### src/rtl/dm_select_scheduler.sv
// Frame-based digital-mic select scheduler: fixed, round-robin, or auto
// loudest-mic selection driving DesiredDM into the mic interface and FFT path.
module dm_select_scheduler #(
    parameter int FRAME_LEN   = 512,
    parameter int SETTLE      = 16,
    parameter int HOLD_FRAMES = 32
) (
    input  logic        CLK,
    input  logic        rst,
    input  logic        SampleDelayZero,
    input  logic [8:0]  DesiredDMInterfaceOutput,
    input  logic [1:0]  mode,
    input  logic [1:0]  fixed_sel,
    output logic [1:0]  DesiredDM,
    output logic        sel_changed,
    output logic        scan_active,
    output logic [17:0] best_energy
);

    localparam int FC_W = (FRAME_LEN > 2) ? $clog2(FRAME_LEN) : 1;
    localparam logic [FC_W-1:0] FC_LAST   = FC_W'(FRAME_LEN - 1);
    localparam logic [FC_W-1:0] FC_SETTLE = FC_W'(SETTLE);
    localparam logic [7:0]      HOLD_LAST = 8'(HOLD_FRAMES);

    typedef enum logic [2:0] {
        ST_FIXED,
        ST_RR,
        ST_SCAN,
        ST_DECIDE,
        ST_HOLD
    } state_t;

    state_t          state_q, state_d;
    logic [FC_W-1:0] fc_q, fc_d;
    logic [17:0]     acc_q, acc_d;
    logic [17:0]     e_q [4];
    logic [17:0]     e_d [4];
    logic [1:0]      scan_k_q, scan_k_d;
    logic [7:0]      hold_q, hold_d;
    logic [1:0]      dm_q, dm_d;
    logic            sel_changed_q;
    logic            scan_active_q, scan_active_d;
    logic [17:0]     best_energy_q, best_energy_d;

    logic            fe;
    logic            mode_auto;
    logic            mode_rr;
    logic [8:0]      mag;
    logic [18:0]     acc_sum;
    logic [17:0]     acc_add;
    logic [7:0]      hold_inc;
    logic [1:0]      best_idx;
    logic [17:0]     best_val;

    always_comb begin
        fe        = SampleDelayZero && (fc_q == FC_LAST);
        mode_auto = (mode == 2'b10);
        mode_rr   = (mode == 2'b01);
        // Magnitude fits 9 bits unsigned, so |-256| = 256 needs no special case.
        mag       = DesiredDMInterfaceOutput[8] ? (~DesiredDMInterfaceOutput + 9'd1)
                                                : DesiredDMInterfaceOutput;
        acc_sum   = {1'b0, acc_q} + {10'd0, mag};
        acc_add   = acc_sum[18] ? 18'h3FFFF : acc_sum[17:0];
        hold_inc  = hold_q + 8'd1;

        best_idx = 2'd0;
        best_val = e_q[0];
        for (int i = 1; i < 4; i++) begin
            if (e_q[i] > best_val) begin
                best_val = e_q[i];
                best_idx = 2'(i);
            end
        end

        state_d       = state_q;
        fc_d          = fc_q;
        acc_d         = acc_q;
        e_d           = e_q;
        scan_k_d      = scan_k_q;
        hold_d        = hold_q;
        dm_d          = dm_q;
        scan_active_d = scan_active_q;
        best_energy_d = best_energy_q;

        if (SampleDelayZero) begin
            fc_d = fe ? '0 : fc_q + FC_W'(1);
        end

        // The FE strobe of a scan frame is accumulated before e[k] is captured.
        if (state_q == ST_SCAN && SampleDelayZero && fc_q >= FC_SETTLE) begin
            acc_d = acc_add;
        end

        if (state_q == ST_DECIDE) begin
            dm_d          = best_idx;
            best_energy_d = best_val;
            hold_d        = 8'd0;
            state_d       = ST_HOLD;
        end else if (fe) begin
            if (mode_auto) begin
                case (state_q)
                    ST_SCAN: begin
                        e_d[scan_k_q] = acc_d;
                        acc_d         = '0;
                        if (scan_k_q == 2'd3) begin
                            state_d       = ST_DECIDE;
                            scan_active_d = 1'b0;
                        end else begin
                            scan_k_d = scan_k_q + 2'd1;
                            dm_d     = scan_k_q + 2'd1;
                        end
                    end
                    ST_HOLD: begin
                        hold_d = hold_inc;
                        if (hold_inc == HOLD_LAST) begin
                            state_d       = ST_SCAN;
                            scan_k_d      = 2'd0;
                            dm_d          = 2'd0;
                            acc_d         = '0;
                            scan_active_d = 1'b1;
                        end
                    end
                    default: begin
                        state_d       = ST_SCAN;
                        scan_k_d      = 2'd0;
                        dm_d          = 2'd0;
                        acc_d         = '0;
                        scan_active_d = 1'b1;
                    end
                endcase
            end else begin
                acc_d         = '0;
                scan_active_d = 1'b0;
                if (mode_rr) begin
                    dm_d    = (state_q == ST_RR) ? dm_q + 2'd1 : 2'd0;
                    state_d = ST_RR;
                end else begin
                    dm_d    = fixed_sel;
                    state_d = ST_FIXED;
                end
            end
        end
    end

    always_ff @(posedge CLK) begin
        if (rst) begin
            state_q       <= ST_FIXED;
            fc_q          <= '0;
            acc_q         <= '0;
            for (int i = 0; i < 4; i++) e_q[i] <= '0;
            scan_k_q      <= 2'd0;
            hold_q        <= 8'd0;
            dm_q          <= 2'd0;
            sel_changed_q <= 1'b0;
            scan_active_q <= 1'b0;
            best_energy_q <= '0;
        end else begin
            state_q       <= state_d;
            fc_q          <= fc_d;
            acc_q         <= acc_d;
            e_q           <= e_d;
            scan_k_q      <= scan_k_d;
            hold_q        <= hold_d;
            dm_q          <= dm_d;
            sel_changed_q <= (dm_d != dm_q);
            scan_active_q <= scan_active_d;
            best_energy_q <= best_energy_d;
        end
    end

    assign DesiredDM   = dm_q;
    assign sel_changed = sel_changed_q;
    assign scan_active = scan_active_q;
    assign best_energy = best_energy_q;

endmodule
### config.mk
export PLATFORM = sky130hd
export DESIGN_NAME = dm_select_scheduler
export DESIGN_NICKNAME = d
export VERILOG_FILES = /design/src/rtl/dm_select_scheduler.sv
export SDC_FILE = /design/constraint.sdc
export NUM_CORES = 1
export LEC_CHECK = 0
export ABC_AREA = 1
export CORE_MARGIN = 4
export CORE_UTILIZATION = 40
export DETAILED_ROUTE_END_ITERATION = 10
export GPL_ROUTABILITY_DRIVEN = 0
export SYNTH_ARGS = -nofsm -noshare
export SYNTH_HDL_FRONTEND = slang
export SYNTH_SLANG_ARGS = --single-unit
export TNS_END_PERCENT = 20
### constraint.sdc
create_clock -name CLK -period 8.75 [get_ports CLK]
set_input_delay 1.75 -clock CLK [delete_from_list [all_inputs] [get_ports CLK]]
set_output_delay 1.75 -clock CLK [all_outputs]
set_load 0.02 [all_outputs]
# Word-level counts from Yosys, hierarchy flattened
# Index checks and enable logic that the tools add are counted.
# W data, S select, Z words.
dict set report classes {
  n_addsub 6
  n_mul 0
  n_div 0
  magnitude_cmp 6
  eq_ne 16
  shifts 0
  muxes 40
  bitwise_logic 3
  n_reduce_logical 12
}
# op n
set ops {}
lappend ops {{$mux W18} 11}
lappend ops {{$bwmux W72} 1}
lappend ops {{$gt A18 B18 Y1} 3}
lappend ops {{$demux W18 S2} 1}
lappend ops {{$mux W2} 11}
lappend ops {{$add A18 B9 Y19} 1}
lappend ops {{$add A9 B1 Y9 const B} 2}
lappend ops {{$mux W9} 2}
lappend ops {{$mux W3} 5}
lappend ops {{$eq A9 B9 Y1 const B} 1}
lappend ops {{$ge A9 B5 Y1 const B} 1}
lappend ops {{$not A9 Y9} 1}
lappend ops {{$reduce_and A3 Y1} 3}
lappend ops {{$add A8 B1 Y8 const B} 1}
lappend ops {{$eq A8 B6 Y1 const B} 1}
lappend ops {{$pmux W2 S2} 2}
lappend ops {{$reduce_and A4 Y1} 2}
lappend ops {{$eq A3 B2 Y1 const B} 2}
lappend ops {{$pmux W3 S2} 1}
lappend ops {{$mux W1} 5}
lappend ops {{$reduce_and A5 Y1} 1}
lappend ops {{$add A2 B1 Y2 const B} 2}
lappend ops {{$eq A2 B2 Y1 const B} 2}
lappend ops {{$logic_and A1 B1 Y1} 4}
lappend ops {{other kinds (16)} 17}
dict set report totals {
  register_bits 134
  latchBits 0
  ram_bits 0
  mem_bits_ro 0
  input_bits 16
  out_inout_bits 22
  memories 0
}

# Longest topological paths before layout
# Gate-level depths: netlist (run 1).
dict set report logic_depth {
  ltp_word 11
  mapped_depth 45
}

# Worst setup path before layout (run 1)
# No wires, ideal clock.
dict set report synth_timing {
  path_type {register to register}
  start {reg e_q[71] in the netlist's numbering}
  end {reg best_energy_q[10] (netlist: best_energy[10])}
  setup_ns 0.120
  arrival_time_ns 4.183
  slack_ns 4.447
  stages_incl_launch_ff 35
  n_path_buf 5
  cell_sequence {dfxtp_1 -> inv_1 -> ha_1 -> nand2_1 -> inv_1 -> nand2_1 -> nand2_1 -> a21oi_1 -> nand3_2 -> nand2_4 -> buf_6 -> o21ai_2 -> ha_1 -> nand2_1 -> nor2_1 -> nor2b_1 -> nand3_1 -> nand3_1 -> nand2_1 -> buf_2 -> buf_4 -> nand2_1 -> o21ai_2 -> ha_1 -> nand2_1 -> inv_1 -> nand3_1 -> nor2_1 -> nand4_1 -> nand3_1 -> nand2_1 -> buf_2 -> buf_1 -> o211ai_1 -> nand2_1}
}
dict set report synth_via {
  elab_chain_cells 6
}
# element line
set synth_lines {}
lappend synth_lines {{start, declared} 36} ;# logic [17:0] e_q [4];
lappend synth_lines {{start signal, assigned} 161} ;# e_q <= e_d;
lappend synth_lines {{$gt A18 B18 Y1} 69} ;# if (e_q[i] > best_val) begin
lappend synth_lines {{$mux W18 *} 69}
lappend synth_lines {{$gt A18 B18 Y1} 69}
lappend synth_lines {{$mux W18 *} 69}
lappend synth_lines {{$gt A18 B18 Y1} 69}
lappend synth_lines {{$mux W18 *} 69}
lappend synth_lines {{end signal, assigned} 167} ;# best_energy_q <= best_energy_d;
lappend synth_lines {{end, declared} 43} ;# logic [17:0] best_energy_q, best_energy_d;
# Mark *: on every way between the ends. The rest lies on a longest branch, timed or not.
# A chain may end at the register's enable or synchronous reset.

# Worst setup path in the final report (run 1)
dict set report layout_timing {
  start {reg e_q[59] in the netlist's numbering}
  end {reg sel_changed_q (netlist: sel_changed)}
}
dict set report layout_via {
  elab_chain_cells 8
  elab_cells_between_ends 10
  cone_classes {order compare: 3; eq/ne: 1; mux: 6}
}
# element line
set layout_lines {}
lappend layout_lines {{$gt A18 B18 Y1} 69}
lappend layout_lines {{$mux W18} 69}
lappend layout_lines {{$gt A18 B18 Y1} 69}
lappend layout_lines {{$mux W18} 69}
lappend layout_lines {{$gt A18 B18 Y1} 69}
lappend layout_lines {{$mux W2 *} 69}
lappend layout_lines {{$mux W2 *} 94} ;# if (state_q == ST_DECIDE) begin
lappend layout_lines {{$ne A2 B2 Y1 *} 165} ;# sel_changed_q <= (dm_d != dm_q);
lappend layout_lines {{end signal, assigned} 165}
lappend layout_lines {{end, declared} 41} ;# logic sel_changed_q;
# Marks and branches as above.

==> results_dict.tcl, run 1 <==
set metrics [dict create \
    routed-via-count 6970 \
    drv_cap 0 \
    grt_antenna_before_repair 0 \
    arrival_ps 6430 \
    drv_slew 0 \
    ys_ff_latch 134 \
    ys_seq_area_share_pct 33.1 \
    timing.fmax_mhz 162 \
    synth.avg_cell_area_um2 7.35 \
    port_buffers 37 \
    worst_pin_slew_ps 1190 \
    synth_most_common_cell "nand2_1" \
    fin_tns_setup_ps 0 \
    crit_top_cell "nand2_1" \
    yosysWarnings 0 \
    vdd_ir_drop_max_v 0.000112 \
    p_clk_share_pct 50.9 \
    drt_wl_total_um 19200 \
    hold_class "flip-flop to flip-flop" \
    nFillCells 2013 \
    clk_path_buf_depth 2 \
    grt_max_degree 63 \
    cts_resized 0 \
    status "completed" \
    die_w_um 150 \
    nNetsFinal 1213 \
    first_pass_iters 5 \
    p_leak_uw 0.00444 \
    drcViolationCount 0 \
    finalSetupViolCount 0 \
    ios 38 \
    critPathCaptureType "flip-flop" \
    share_comb_of_total_power_pct 3.2 \
    ys_top_cells_by_area "dfxtp_1, nand2_1, ha_1" \
    synth_cell_types 48 \
    ant_nets 0 \
    holdWs_ps 448 \
    synthArstFlopShare_pct 0 \
    ff_latch_area_mm2 0.00268 \
    internal-power_uw 1060 \
    drive_above_1_share_pct 10.8 \
    drt_iter0_drc 386 \
    fin_crit_sh_pct 70.5 \
    clk_latency_ps 420 \
    syn-num-nets 1193 \
    yosys_most_used_dff "dfxtp_1" \
    cts_setup_buffers 0 \
    critPathKind "flip-flop to flip-flop" \
    required_ps 9010 \
    p_sw_uw 279 \
    path_clk_slew_ps 60 \
    synth_common_cells "nand2_1, dfxtp_1, inv_1, a21oi_1, o21ai_0" \
    place_ws_ps 2630 \
    hold_viol_final 0 \
    start_util_pct 41.1 \
    dieHeight_um 150 \
    core_mm2 0.0197 \
    synth-edff-count 0 \
    row_count 51 \
    clock-root-buffer "clkbuf_16" \
    power.share.switching_pct 20.9 \
    synth_area_mm2 0.00811 \
    synth_top_cell_by_area "dfxtp_1" \
    wl_per_cell_um 13.7 \
    total_power_uw 1330 \
    multi_input_area_mm2 0.00468 \
    cts.sinks 134 \
    fin_skew_ps 7.44 \
    cts_tree "done" \
    worst_setup_path_start_kind "flip-flop" \
    postSynthCellCount 1104 \
    share_seq_of_total_power_pct 45.8 \
    slew_headroom_pct 20.6 \
    vias_per_cell 4.99 \
    cpMaxStageDelayCell "nand2_1" \
    fin_crit_ps 6170 \
    rsz0062_at_grt "false" \
    cts_buffers 17 \
    insertedDiodeCount 0 \
    die-area_mm2 0.0226 \
    critPathMaxStageDelay_ps 870 \
    grt_use_total_pct 17.9 \
    place_hpwl_um 14400 \
    h-tree-depth 4 \
    pwr_density_cell_mw_per_mm2 146 \
    area_growth_pct 13.1 \
    setup_ws_ps 2580 \
    grt_pass1_vias 6462 \
    grt-ovfl-total 0 \
    grt_pass1_wl_um 32300 \
    ctsHoldBuffers 0 \
    synthDominantCellAreaShare_pct 33.1 \
    crit_fanout 38 \
]
==> logic make-up after synthesis <==
kind of cell / Yosys count / share of synthesized area, %
compound gates: 292 / 21.9
xor+xnor: 20 / 2.25
fa+ha+maj: 73 / 11.4
buf+inv: 179 / 9.24
flops: 134 / 33.1
mux: 2 / 0.247
simple gates: 404 / 21.9
==> per-layer routing <==
metal / wire, µm / vias to the layer above / GRT usage, %
li1: - / 3713 / -
met5: 0 / - / 0
met2: 8240 / 113 / 27.5
met3: 720 / 18 / 3.52
met4: 312 / 0 / 5.58
met1: 9910 / 3126 / 25.4
==> flip-flops by register name, summed over array words and instances (netlist names) <==
name / cells
hold_q: 8
DesiredDM: 2
best_energy: 18
scan_active: 1
scan_k_q: 2
fc_q: 9
sel_changed: 1
acc_q: 18
state_q: 3
e_q: 72
==> power by group through the flow <==
stage          Combinational, µW  Sequential (µW)  Clock [µW]
2_1_floorplan               28.0              625           0
3_3_place_gp                43.5              625           0
3_5_place_dp                43.7              625           0
4_1_cts                     43.8              612         696
5_1_grt                     49.3              612         724
6_report                    43.2              612         680
==> critical path: cells and delay by family, from the launching register on <==
| family | cells | cell delay [ps] |
|---|---|---|
| buf+inv | 2 | 430 |
| fa+ha+maj | 3 | 840 |
| flops | 1 | 320 |
| simple gates | 26 | 4080 |
| compound gates | 4 | 340 |
==> area by class of cell <==
type	count	area share, %
inverter	139	5.69
sequential	134	29.2
tap	265	3.61
multi-input combinational	791	51.0
clock buffer	24	5.58
clock inverter	4	0.491
timing repair buffer	41	4.37
==> through the flow <==
stage               area, µm²  cells  utilization [%]
floorplan                8110   1104                -
global placement         8620   1370             43.7
detailed placement       8620   1370             43.7
CTS                      9170   1398             46.5
global route             9170   1398             46.5
finish                   9170   1398             46.5
==> cells in the final DEF, fill, tap and decap left out, types with 4 or more instances in the layout <==
cell             synthesis  final
nor2_1                  66     65
clkbuf_8                 0      6
ha_1                    72     72
o21ai_0                 77     77
nand2_2                  7      7
o21bai_1                13     13
a31oi_1                  7      7
xnor2_1                 11     11
buf_4                    5      4
a21oi_1                 94     94
xor2_1                   8      8
nand3_1                 36     36
o211ai_1                20     20
nand4_1                  9      9
inv_2                   11     11
nand2_1                247    247
nor2_4                   4      4
a21o_1                   5      5
clkbuf_16                0     17
nor2_2                   6      7
dfxtp_1                134    134
nor3_1                   9      9
clkdlybuf4s50_1          0     37
o21ai_2                 44     44
inv_1                  126    126
o21ai_1                 20     20
nor3b_1                  4      4
==> final timing paths <==
kind / start / endpoint / slack [ps] / cells after the start
worst max-delay path: e_q[59] / sel_changed / 2580 / 35
worst min-delay path: best_energy[2] / best_energy[2] / 450 / 2
worst max register to register: e_q[59] / sel_changed / 2580 / 35
worst min register to register: best_energy[2] / best_energy[2] / 450 / 2
Power figures use the tool's default switching activity.
==> run 2, diff against run 1 <==
- clock period: 8.75 -> 5.55 ns (I/O delays scaled with it)
==> results_dict.tcl, run 2 (synthesized netlist as in run 1, its figures left out) <==
set metrics [dict create \
    hold_start "best_energy[6]" \
    port_buffers 37 \
    fin_tns_setup_ps 0 \
    final_common_cell "nand2_1" \
    pwr_density_cell_mw_per_mm2 239 \
    nNetsFinal 1216 \
    cts_setup_buffers 0 \
    drcViolationCount 0 \
    routed-via-count 6872 \
    worstSetupStartpoint "e_q[59]" \
    critPathMaxStageDelay_ps 320 \
    die_w_um 150 \
    dieHeight_um 150 \
    critPathCaptureType "flip-flop" \
    h-tree-depth 4 \
    die-area_mm2 0.0226 \
    largest_register_ffs 72 \
    drv_slew 0 \
    first_pass_iters 5 \
    fin_skew_ps 8.52 \
    start_util_pct 41.1 \
    clk_latency_ps 420 \
    grt-ovfl-total 0 \
    cts_resized 0 \
    slew_headroom_pct 32.6 \
    hold_class "flip-flop to flip-flop" \
    row_count 51 \
    critPathKind "flip-flop to flip-flop" \
    worst_pin_slew_ps 1010 \
    cts_tree "done" \
    nFillCells 1928 \
    timing.fmax_mhz 207 \
    r2r-start "e_q[59]" \
    required_ps 5820 \
    crit_fanout 38 \
    cts.sinks 134 \
    finalSetupViolCount 0 \
    grt_use_total_pct 17.9 \
    path_delay_family "simple AND/OR/NAND/NOR gates" \
    cpMaxStageDelayCell "dfxtp_1" \
    vias_per_cell 4.90 \
    path_clk_slew_ps 60 \
    fin_crit_sh_pct 87.2 \
    largest_register "e_q" \
    core_mm2 0.0197 \
    cp_num_buf_inv 2 \
    grt_max_degree 64 \
    holdWs_ps 453 \
    area_growth_pct 14.2 \
    crit_top_cell "nand2_1" \
    worst_setup_path_start_kind "flip-flop" \
    rsz0062_at_grt "false" \
    grt_pass1_wl_um 31900 \
    grt_pass1_vias 6383 \
    status "completed" \
    fin_crit_ps 4840 \
    insertedDiodeCount 0 \
    grt_antenna_before_repair 0 \
    arrival_ps 5110 \
    drt_iter0_drc 444 \
    vdd_ir_drop_max_v 0.000164 \
    final_cell_mix "nand2_1, dfxtp_1, inv_1" \
    cts_buffers 17 \
    ctsHoldBuffers 0 \
    p_leak_uw 0.00447 \
    drt_wl_total_um 19400 \
    drv_cap 0 \
    ios 38 \
    place_hpwl_um 14600 \
    drive_above_1_share_pct 11.1 \
    clock-root-buffer "clkbuf_16" \
    ant_nets 0 \
    wl_per_cell_um 13.8 \
    hold_viol_final 0 \
    clk_path_buf_depth 2 \
]
[run 2: cell types whose count changed in the layout (fill, tap and decap cells not counted), sizes merged]
cell	previous run	this run
clkbuf	24	20
buf	4	7
bufinv	1	4
clkinvlp	0	3
clkinv	5	4
[run 2: report_power, final]
group / internal, µW / switching [µW] / total, µW / leakage [µW]
clock: 766 / 412 / 1180 / 0.000290
sequential: 963 / 1.05 / 964 / 0.00108
combinational: 26.3 / 41.8 / 68.1 / 0.00310
total: 1760 / 455 / 2210 / 0.00447
[run 2: tightest hold or removal path, cell delays in order, from the launching register on]
cell and delay, ps:
dfxtp_1 310, nand2_1 60, nand2_1 40
[run 2: worst paths after layout]
| check | end | slack (ps) | cells after the start |
|---|---|---|---|
| worst max register to register | sel_changed | 710 | 35 |
| worst min-delay path | best_energy[6] | 450 | 2 |
| worst max-delay path | sel_changed | 710 | 35 |
| worst min register to register | best_energy[6] | 450 | 2 |
[run 2: layout make-up]
class / count / area [µm²] / area share, %
multi-input combinational: 791 / 4680 / 50.5
clock inverter: 9 / 153 / 1.65
clock buffer: 20 / 457 / 4.93
inverter: 139 / 522 / 5.63
timing repair buffer: 44 / 435 / 4.70
sequential: 134 / 2680 / 29.0
tap: 265 / 332 / 3.58
[run 2: metrics by stage]
| stage | instances | power, µW | area (µm²) | setup WS [ps] | util (%) |
|---|---|---|---|---|---|
| floorplan | 1104 | 1030 | 8110 | 1250 | - |
| global placement | 1373 | 1050 | 8650 | 760 | 43.9 |
| detailed placement | 1373 | 1050 | 8650 | 734 | 43.9 |
| CTS | 1402 | 2230 | 9260 | 669 | 47.0 |
| global route | 1402 | 2290 | 9260 | 100 | 47.0 |
| finish | 1402 | 2210 | 9260 | 708 | 47.0 |
[run 2: layer usage]
metal,wire [µm],GRT usage [%],up-vias
li1,-,-,3705
met1,9900,24.8,3032
met2,8400,27.8,115
met3,769,4.03,20
met4,301,5.12,0
met5,0,0,-
